**config.mk**
```make
export PLATFORM = sky130hd
export DESIGN_NAME = int_ctrl
export DESIGN_NICKNAME = d
export VERILOG_FILES = /design/src/rtl/int_ctrl_pkg.sv /design/src/rtl/int_ctrl_prio_enc.sv /design/src/rtl/int_ctrl.sv
export SDC_FILE = /design/constraint.sdc
export NUM_CORES = 1
export LEC_CHECK = 0
export ABC_AREA = 1
export CAP_MARGIN = 20
export CORE_MARGIN = 1
export CORE_UTILIZATION = 39
export DETAILED_ROUTE_END_ITERATION = 12
export PLACE_DENSITY = 0.89
export SETUP_SLACK_MARGIN = 0.5
export SYNTH_ARGS = -nofsm -noshare
export SYNTH_HDL_FRONTEND = slang
export SYNTH_HIERARCHICAL = 1
export SYNTH_SLANG_ARGS = --single-unit
```
**constraint.sdc**
```tcl
create_clock -name clk -period 2.3 [get_ports clk]
set_input_delay 0.69 -clock clk [delete_from_list [all_inputs] [get_ports clk]]
set_output_delay 0.69 -clock clk [all_outputs]
set_load 0.1 [all_outputs]
```
**src/rtl/int_ctrl_pkg.sv**
```systemverilog
// int_ctrl_pkg: state encoding and register offsets shared by the interrupt controller.
package int_ctrl_pkg;
   typedef enum logic [1:0] {ST_IDLE = 2'd0, ST_REQ = 2'd1, ST_SVC = 2'd2} state_t;
   localparam logic [15:0] OFS_PEND = 16'd0;
   localparam logic [15:0] OFS_EN = 16'd1;
   localparam logic [15:0] OFS_ACT = 16'd2;
endpackage

```
**src/rtl/int_ctrl_prio_enc.sv**
```systemverilog
// prio_enc: lowest-index-first priority encoder; index 0 wins.
module prio_enc #(
   parameter int N = 4
) (
   input  logic [N-1:0] in,
   output logic         valid,
   output logic [2:0]   idx
);
   always_comb begin
      idx = 3'd0;
      for (int i = N - 1; i >= 0; i--)
         if (in[i]) idx = 3'(i);
   end
   assign valid = |in;
endmodule

```
**src/rtl/int_ctrl.sv**
```systemverilog
// int_ctrl: latches request pulses, masks them and hands the highest-priority
// pending source to the processor through an INTERRUPT/ACK/EOI handshake.
module int_ctrl
   import int_ctrl_pkg::*;
#(
   parameter int          NREQ      = 4,
   parameter logic [15:0] BASE_ADDR = 16'h0010
) (
   input  logic            clk,
   input  logic            reset,
   input  logic [NREQ-1:0] req,
   input  logic            int_ack,
   input  logic [15:0]     port_id,
   input  logic            write_strobe,
   input  logic [15:0]     out_port,
   output logic            interrupt,
   output logic [15:0]     rd_data
);
   localparam logic [15:0] A_PEND = BASE_ADDR + OFS_PEND;
   localparam logic [15:0] A_EN = BASE_ADDR + OFS_EN;
   localparam logic [15:0] A_ACT = BASE_ADDR + OFS_ACT;

   state_t          state;
   logic [NREQ-1:0] pending, enable, clr;
   logic [2:0]      active_id, sel_idx;
   logic            sel_valid, wr_pend, wr_en, wr_eoi, ack_clr;
   logic [15:0]     unused_data;

   assign unused_data = out_port;
   assign wr_pend = write_strobe && port_id == A_PEND;
   assign wr_en = write_strobe && port_id == A_EN;
   assign wr_eoi = write_strobe && port_id == A_ACT;
   assign ack_clr = state == ST_REQ && int_ack;
   // A same-cycle req is OR-ed in after the clear so that set always wins.
   assign clr = (wr_pend ? out_port[NREQ-1:0] : '0) |
                (ack_clr ? NREQ'(1) << active_id : '0);

   prio_enc #(.N(NREQ)) u_prio (
      .in(pending & enable),
      .valid(sel_valid),
      .idx(sel_idx)
   );

   always_ff @(posedge clk or posedge reset) begin
      if (reset) begin
         pending   <= '0;
         enable    <= '1;
         active_id <= 3'd0;
         state     <= ST_IDLE;
         interrupt <= 1'b0;
      end else begin
         pending <= (pending & ~clr) | req;
         if (wr_en) enable <= out_port[NREQ-1:0];
         case (state)
            ST_IDLE: if (sel_valid) begin
               active_id <= sel_idx;
               interrupt <= 1'b1;
               state     <= ST_REQ;
            end
            ST_REQ: if (int_ack) begin
               interrupt <= 1'b0;
               state     <= ST_SVC;
            end
            ST_SVC: if (wr_eoi) state <= ST_IDLE;
            default: state <= ST_IDLE;
         endcase
      end
   end

   always_comb
      rd_data = port_id == A_PEND ? 16'(pending) :
                port_id == A_EN   ? 16'(enable) :
                port_id == A_ACT  ? {state != ST_IDLE, 12'b0, active_id} : 16'h0000;
endmodule

```
### Word-level counts from Yosys, hierarchy flattened

Cells that the tools add are included.

* bits in registers: 14
* bits in latches: 0
* bits in writable memories: 0
* ROM bits: 0
* bits of input ports: 40
* output and inout port bits: 17
* word-level logic and storage cells: 46
* memories: 0

* $add $sub $neg: 0
* $mul: 0
* divide/modulo/power cells: 0
* magnitude comparators: 0
* equality and inequality tests: 8
* shifts and indexed selects: 1
* muxes and demuxes: 16
* bitwise logic cells: 5
* reduce and logical (&&, ||, !) cells: 11

Operator list (number)
* $eq A16 B5 Y1 const B: 3
* $mux W16: 3
* $mux W2: 7
* $and A4 B4 Y4: 2
* $mux W4: 2
* $or A4 B4 Y4: 2
* $ne A2 B2 Y1 const B: 3
* $pmux W2 S3: 1
* $reduce_and A3 Y1: 2
* $logic_and A1 B1 Y1: 4
* $not A4 Y4: 1
* $reduce_bool A2 Y1: 2
* $reduce_or A4 Y1: 1
* $shl A1 B3 Y4 const A: 1
* $eq A2 B1 Y1 const B: 1
* $eq A2 B2 Y1 const B: 1
* $logic_not A2 Y1: 1
* $mux W1: 2
* $pmux W1 S2: 1
* $reduce_and A2 Y1: 1

### Longest topological paths before layout

* word-level depth: 7
* depth in mapped cells: 8
* depth with buffers taken out: 8

### Cells and area by module

Netlist, hierarchy kept.

Modules (own cells, without submodules)
* int_ctrl: instances 1, cells an instance 147, area each 1014.7 um2, sequential area each 355.3 um2
* prio_enc: instances 1, cells an instance 11, area each 57.6 um2, sequential area each 0.0 um2

### Least setup slack after synthesis

OpenSTA, ideal clock, no wires.

* path kind: in2out
* start: input port port_id[9]
* end: output port rd_data[3]
* arrival: 2.591 ns
* required time: 1.610 ns
* path slack: -0.981 ns
* cell stages on the path: 6
* buffers on the path: 1
* path through: nor2_1 -> nand2_1 -> nor2_4 -> buf_6 -> nand3_1 -> o21ai_1

* longest elaborated chain between the ends: 3
* elaborated cells between the ends (all ways): 4
* those cells by class: eq/ne: 2; mux: 2

RTL lines
* start, declared: RTL line int_ctrl.sv:13 `input logic [15:0] port_id,`
* $eq A16 B5 Y1: RTL line int_ctrl.sv:72 `port_id == A_EN ? 16'(enable) :`
* $mux W16: RTL line int_ctrl.sv:72
* $mux W16 (*): RTL line int_ctrl.sv:71 `rd_data = port_id == A_PEND ? 16'(pending) :`
* end, declared: RTL line int_ctrl.sv:17 `output logic [15:0] rd_data`

Every way passes the cells marked *; elsewhere a longest branch is shown, timed or not.

### Worst setup path in the final report

* start: input port port_id[1]
* end: output port rd_data[2]

* longest elaborated chain between the ends: 4
* elaborated cells between the ends (all ways): 6
* those cells by class: eq/ne: 3; mux: 3

RTL lines
* $eq A16 B5 Y1: RTL line int_ctrl.sv:73 `port_id == A_ACT ? {state != ST_IDLE, 12'b0, active_id} : 16'h0000;`
* $mux W16: RTL line int_ctrl.sv:73
* $mux W16: RTL line int_ctrl.sv:72
* $mux W16 (*): RTL line int_ctrl.sv:71

Marks and branches as above.

==> impl_metrics.ini <==
[finish]
multi_input_area_um2 = 694
drive_gt1_share_pct = 44.4
num_antenna_cells = 0
fillerInstances = 196
syn_to_final_growth_pct = 63.1
register_area_um2 = 355
layout.nets = 246
fin_util_pct = 68.7

[pwr]
p_int_uw = 499
switching_power_uw = 398
cellPowerDensity_nw_per_um2 = 513
leakagePower_uw = 0.000858
swShare_pct = 44.4
total_power_uw = 897
combPwrFrac_pct = 42.4
power_frac_seq_pct = 38.2
irDropWorstVdd_mv = 0.554
power_frac_clock_pct = 19.5

[logic_synthesis]
synth_commonest_cells = nand2_1 (32), inv_1 (30), nand3_1 (13), nor2_1 (13), buf_4 (12)
synthTopCellsByArea = dfrtp_1 (23%), nand2_1 (11%), inv_1 (11%), dfstp_2 (9.8%), buf_4 (8.4%)
yosys_warnings = 6
ys.flop_type = dfrtp_1
synth_top_area_share_pct = 23.3
synth_seq_cells = 14
async_flop_share_pct = 100
avgSynthCellArea_um2 = 6.79
yosysUniqueCellTypes = 20
synth_area_um2 = 1070
synthCells = 158
synth_edf_count = 0
synth.most_common_cell = nand2_1
synth_top_area_cell = dfrtp_1
ys_seq_area_share_pct = 33.1

[setup_path]
worstPathArrival_ps = 1810
start_kind = input pin
path_class = in -> out
critical-path-top-delay-family = buffers and inverters
regToRegSetupSlack_ps = 1000
worstReg2RegEnd = active_id[0]$_DFFE_PP0P_
critPathBufInv = 5
worstPathRequired_ps = 1610
r2r_start = enable[0]$_DFFE_PP1P_
slowest_delay_ps = 210
path_max_fanout = 4
reg2regPathDepth = 7
cp_cell_sequence = clkdlybuf4s15_2 > inv_2 > nand3_2 > nand3b_4 > inv_4 > nand2_2 > nand2_2 > clkinvlp_4 > buf_12
critPathCaptureType = output pin
cp_slowest_cell = clkdlybuf4s15_2
timing.critical_path.mode_cell = nand2_2

[clock_network]
cts_hold_buf = 0
clockBufferDepth = 2
clk_pin_slew_ps = 80
cts_buffers = 3
htreeDepth = 1
clock_latency_ps = 280
clockRootBuffer = clkbuf_4
clock_sink_count = 14
cts_tree = done

[floorplan]
pin_count = 57
rows = 18
die_area_um2 = 2960
core_um2 = 2540
die_w_um = 54.4
fp.dieH_um = 54.4
start_util_pct = 42.1

[run]
max_cap_viol_count = 0

[drt]
drtPass1Iterations = 4
via_count = 1122
routed_wl_um = 2890
drc_errors = 0
vias_per_cell = 4.77
wl_per_cell_um = 12.3
initialDrtViolationCount = 17
ant_nets = 0

[timing]
skew_ps = 2.42
hold_viol = 0
fin_ws_ps = -200
fmax_mhz = 400
finalSetupViolations = 5
tightest_slew_ps = 510
rsz0062_at_grt = yes
min_period_ps = 2500
max_slew_margin_pct = 66.0
tns_ps = -966
fin_crit_sh_pct = 109
slew_violations = 0

[worst_hold_path]
hold-path-endpoint = enable[2]$_DFFE_PP1P_
min_path_type = reg -> reg
hp-start = enable[2]$_DFFE_PP1P_
hold-path-cell-count = 2

[placement]
numPortBuffers = 33
place_congestion = 0.838
dp_hpwl_um = 2050

[global_routing]
grt_max_degree = 15
gr-total-overflow = 0
grt_pass1_vias = 1137
grt_pass1_wl_um = 4640
antenna_found_initial = 0
track_usage_pct = 22.8

[status]
outcome = finished, violations left
failed_checks = setup timing
==> sequential cells by signal, indices dropped and copies added (netlist names) <==
signal,cells
active_id,3
enable,4
interrupt,1
pending,4
state,2
==> layout by cell type (no fill, tap or decap), drive strengths merged <==
cell type,n
conb,12
clkdlybuf4s50,11
nand3,15
clkdlybuf4s15,2
nand3b,1
a21oi,5
clkinvlp,3
nand2,34
nor2,21
dfrtp,10
dfstp,4
clkbuf,5
inv,30
buf,32
nand4,11
o21ai,9
==> final cells by class <==
cell class                 instances  area share [%]
clock buffer                       4            2.07
inverter                          33            7.87
multi-input combinational        108            39.7
sequential                        14            20.3
tap                               30            2.15
timing repair buffer              46            27.9
==> power groups by stage <==
stage	Combinational, µW	Sequential (µW)	Clock [µW]
5_1_grt	424	349	190
3_5_place_dp	364	341	0
4_1_cts	375	341	182
2_1_floorplan	241	374	0
3_3_place_gp	356	338	0
6_report	380	342	175
==> cell families after synthesis <==
group           synth area share (%)
compound gates                  7.23
buf+inv                         21.0
flops                           33.1
other cells                    0.700
simple gates                    37.9
==> routing by layer <==
layer | share of wire [%] | GRT usage (%) | up-vias
met5 | 0 | 0 | -
met4 | 3.3 | 13.2 | 0
met3 | 3.4 | 3.06 | 11
met2 | 56 | 44.5 | 46
met1 | 38 | 22.5 | 499
li1 | - | - | 566
==> repair_timing <==
item / 4_1_cts / 5_1_grt
pin swaps: 24 / 11
gates resized for setup: 96 / 4
setup buffers: 4 / 2
hold endpoints to repair: 0 / 0
endpoints found under the setup margin: 10 / 8
==> stage by stage <==
step           setup slack [ps]  std cells  cell area (µm²)  hold slack [ps]
2_1_floorplan              -184        168             1180              461
3_3_place_gp               -560        225             1540              477
3_5_place_dp               -611        225             1540              482
4_1_cts                    -178        233             1710              494
5_1_grt                    -255        235             1750              525
6_report                   -200        235             1750              496
==> how the worst max path moves through the flow <==
stage                      from    endpoint  slack (ps)  cells past startpoint
finish               port_id[1]  rd_data[2]        -200                      9
global route        port_id[13]  rd_data[1]        -260                     10
CTS                  port_id[8]  rd_data[1]        -180                     10
detailed placement   port_id[3]  rd_data[2]        -610                      9
global placement     port_id[3]  rd_data[1]        -560                      9
floorplan           port_id[13]  rd_data[3]        -180                      6
==> worst min-delay path, delay by kind of cell (launching register included) <==
family / cells / cell delay (ps)
AO/OA/AOI/OAI: 1 / 70
AND/OR/NAND/NOR: 1 / 50
flip-flops: 1 / 390
Note: power is estimated with default switching activity, not from simulation.
==> edit 1 (same settings) <==
`NREQ`: 4 -> 8.
--- a/src/rtl/int_ctrl.sv
+++ b/src/rtl/int_ctrl.sv
@@ -3,7 +3,7 @@
 module int_ctrl
    import int_ctrl_pkg::*;
 #(
-   parameter int          NREQ      = 4,
+   parameter int          NREQ      = 8,
    parameter logic [15:0] BASE_ADDR = 16'h0010
 ) (
    input  logic            clk,
Interface: changed (resized req); port bits go from 57 to 61. No check against the original RTL was run, so the function may have changed too.
==> edit 1 against the unedited design <==
The flow still finishes with violations (negative setup slack). Sequential power grew 51%. Final cell count grew 40%. Total power grew 33%. Area after synthesis grew 39%. Worst hold slack gained 0.0042 ns. Utilization shrank 4.6 points. Via count grew 44%. Sequential cell count grew 8. First-iteration DRC count grew to 3.9 times the old value. Worst setup slack lost 0.065 ns. Final area grew 34%. Critical path depth grew 1. Wire length grew 34%. Combinational power grew 14%. Critical path type unchanged. Largest cell class unchanged. Largest power group is now sequential cells.
==> edit 1: results <==
# TYPE chip_impl_metric gauge
chip_impl_info{name="outcome",value="complete, but fails checks"} 1
chip_impl_info{name="violations",value="negative setup slack"} 1
chip_impl_info{name="worst_hold_path.endpoint",value="enable[1]"} 1
chip_impl_metric{name="gr-usage-met1",unit=""} 0.265
chip_impl_metric{name="fin_util",unit=""} 0.641
chip_impl_metric{name="global_route_wire_length_before_repair",unit="um"} 6720
chip_impl_metric{name="place_hpwl",unit="um"} 3010
chip_impl_metric{name="setup_viol_count_final",unit=""} 9
chip_impl_metric{name="clock-skew-final",unit="ns"} 0.00415
chip_impl_metric{name="timing.final.ws_setup",unit="ns"} -0.265
chip_impl_metric{name="cts-resized-gates",unit=""} 82
chip_impl_metric{name="timing.critical_path.slowest_cell_delay",unit="ns"} 0.23
chip_impl_metric{name="drt-initial-drc-count",unit=""} 67
chip_impl_info{name="hold_path_startpoint",value="enable[1]"} 1
chip_impl_info{name="cp-startpoint",value="port_id[10]"} 1
chip_impl_metric{name="avgSynthCellArea",unit="um^2"} 6.70
chip_impl_metric{name="reg2regPathDepth",unit=""} 8
chip_impl_metric{name="worst_ir_drop_vdd",unit="mV"} 0.473
chip_impl_metric{name="grt_pass1_vias",unit=""} 1543
chip_impl_metric{name="worst_ep_arrival_time",unit="ns"} 1.88
chip_impl_metric{name="routabilityCongestion",unit=""} 0.927
chip_impl_metric{name="grt_util_met3",unit=""} 0.0375
chip_impl_metric{name="r2r_slack",unit="ns"} 0.80
chip_impl_metric{name="sequential_cell_area",unit="um^2"} 561
chip_impl_metric{name="clock_latency_on_the_worst_skew_pair",unit="ns"} 0.26
edit 1: cell count changes in the layout (fill, tap and decap cells not counted), moves of 5 or more:
cell,change
o21ai_0,+7
nand2_1,+21
buf_4,+6
nand4_1,+8
nand3_1,+10
clkdlybuf4s50_1,+8
inv_1,+19
conb_1,-5
edit 1: per-stage QoR:
step	setup slack, ns	power (mW)	hold slack [ns]	instances
floorplan	-0.296	0.801	0.461	229
global placement	-0.594	0.929	0.475	324
detailed placement	-0.651	0.944	0.487	324
CTS	-0.241	1.20	0.496	330
global route	-0.332	1.28	0.539	330
finish	-0.265	1.19	0.500	330
edit 1: cells by family (layout without fill, tap and decap cells):
family                 after synthesis  after routing  synth area share
flip-flops                          22             22             0.375
buffers and inverters               59            112             0.174
AO/OA/AOI/OAI                       22             22            0.0745
other                                1              7           0.00251
AND/OR/NAND/NOR                    119            119             0.374
edit 1: per-layer routing:
layer  share of wire  wire length, um
met1            0.42             1640
met2            0.52             2000
met3           0.052              202
met4          0.0088               34
met5               0                0
==> edit 2 (same flow settings) <==
Without the edit above. Register the output `interrupt` once more; this adds one clock of latency there. The other outputs are not delayed to match.
--- a/src/rtl/int_ctrl.sv
+++ b/src/rtl/int_ctrl.sv
@@ -19,6 +19,8 @@
    localparam logic [15:0] A_PEND = BASE_ADDR + OFS_PEND;
    localparam logic [15:0] A_EN = BASE_ADDR + OFS_EN;
    localparam logic [15:0] A_ACT = BASE_ADDR + OFS_ACT;
+
+   logic interrupt_s0;
 
    state_t          state;
    logic [NREQ-1:0] pending, enable, clr;
@@ -47,18 +49,18 @@
          enable    <= '1;
          active_id <= 3'd0;
          state     <= ST_IDLE;
-         interrupt <= 1'b0;
+         interrupt_s0 <= 1'b0;
       end else begin
          pending <= (pending & ~clr) | req;
          if (wr_en) enable <= out_port[NREQ-1:0];
          case (state)
             ST_IDLE: if (sel_valid) begin
                active_id <= sel_idx;
-               interrupt <= 1'b1;
+               interrupt_s0 <= 1'b1;
                state     <= ST_REQ;
             end
             ST_REQ: if (int_ack) begin
-               interrupt <= 1'b0;
+               interrupt_s0 <= 1'b0;
                state     <= ST_SVC;
             end
             ST_SVC: if (wr_eoi) state <= ST_IDLE;
@@ -71,5 +73,9 @@
       rd_data = port_id == A_PEND ? 16'(pending) :
                 port_id == A_EN   ? 16'(enable) :
                 port_id == A_ACT  ? {state != ST_IDLE, 12'b0, active_id} : 16'h0000;
+   always_ff @(posedge clk) begin
+      interrupt <= interrupt_s0;
+   end
+
 endmodule
 
Check against the original RTL: not equivalent (Yosys sat finds a counterexample within 4 cycles, from zero or initial values and one cycle with reset high).
==> edit 2 against the unedited design <==
Sequential share of layout area increased by 1.6 points. Critical path depth is 1 higher. Worst setup slack better by 0.029 ns. Area after synthesis is 1.9% higher. Final area down 2.1%. Sequential cell count grew 1. Largest power group unchanged. The run still ends with negative setup slack left. Total power decreased by 1.1%. Wire length is 13% lower. Global-route usage decreased by 3.0 points.
==> edit 2: results <==
# TYPE chip_impl_metric gauge
chip_impl_info{name="outcome",value="complete, but fails checks"} 1
chip_impl_info{name="violations",value="negative setup slack"} 1
chip_impl_metric{name="groute.layer.met2.usage",unit=""} 0.347
chip_impl_metric{name="design_power_total",unit="mW"} 0.887
chip_impl_metric{name="place_hpwl",unit="um"} 2000
chip_impl_metric{name="wire_per_inst",unit="um"} 10.7
chip_impl_metric{name="routabilityCongestion",unit=""} 0.857
chip_impl_metric{name="num-fill-cells",unit=""} 224
chip_impl_metric{name="vias_per_cell",unit=""} 4.71
chip_impl_metric{name="finish.net_count",unit=""} 245
chip_impl_metric{name="wirelength_met1",unit="um"} 1060
chip_impl_metric{name="met2_wirelength",unit="um"} 1310
chip_impl_metric{name="dp_cell_count",unit=""} 226
chip_impl_metric{name="final_layout_size_suffix_gt1_frac",unit=""} 0.422
chip_impl_metric{name="synth_compound_gate_area_share",unit=""} 0.0710
chip_impl_metric{name="fraction_of_standard_cell_area_in_multi_input_logic",unit=""} 0.398
chip_impl_metric{name="cts-resized-gates",unit=""} 95
chip_impl_metric{name="num-nonclk-buffers",unit=""} 44
chip_impl_metric{name="cts_sinks",unit=""} 15
chip_impl_metric{name="grt_pass1_vias",unit=""} 1064
chip_impl_metric{name="setup_viol_count_final",unit=""} 5
chip_impl_metric{name="clock_area_frac",unit=""} 0.0161
chip_impl_info{name="worst_hold_path.endpoint",value="interrupt"} 1
chip_impl_metric{name="static_leakage_power",unit="nW"} 0.855
chip_impl_metric{name="timing.final.ws_setup",unit="ns"} -0.172
chip_impl_metric{name="sequential_cell_area",unit="um^2"} 375
chip_impl_metric{name="holdWs",unit="ns"} 0.374
chip_impl_info{name="hold_path_startpoint",value="interrupt_s0"} 1
chip_impl_metric{name="global_route_wire_length_before_repair",unit="um"} 4170
edit 2: worst max-delay path: stages:
cell and delay [ns]:
buf_6 0.09, nor2_4 0.09, nand2_2 0.07, nor2_4 0.18, buf_6 0.17, nand4_1 0.08, nand3_1 0.10, nand2_2 0.07
clkinvlp_4 0.08, buf_12 0.16
edit 2: worst max-delay path by stage:
stage / slack, ns / from / to
6_report: -0.17 / port_id[13] / rd_data[1]
5_1_grt: -0.24 / port_id[13] / rd_data[1]
4_1_cts: -0.18 / port_id[8] / rd_data[0]
3_5_place_dp: -0.60 / port_id[3] / rd_data[2]
3_3_place_gp: -0.56 / port_id[3] / rd_data[2]
2_1_floorplan: -0.18 / port_id[13] / rd_data[3]
edit 2: cell families after synthesis:
group / count (synthesis)
flip-flops: 15
buffers and inverters: 46
other: 2
AND/OR/NAND/NOR: 82
AO/OA/AOI/OAI: 14
edit 2: where the power goes:
part	switching, mW	internal, mW
clock	0.0837	0.0647
sequential	0.0444	0.319
combinational	0.271	0.104
total	0.399	0.488
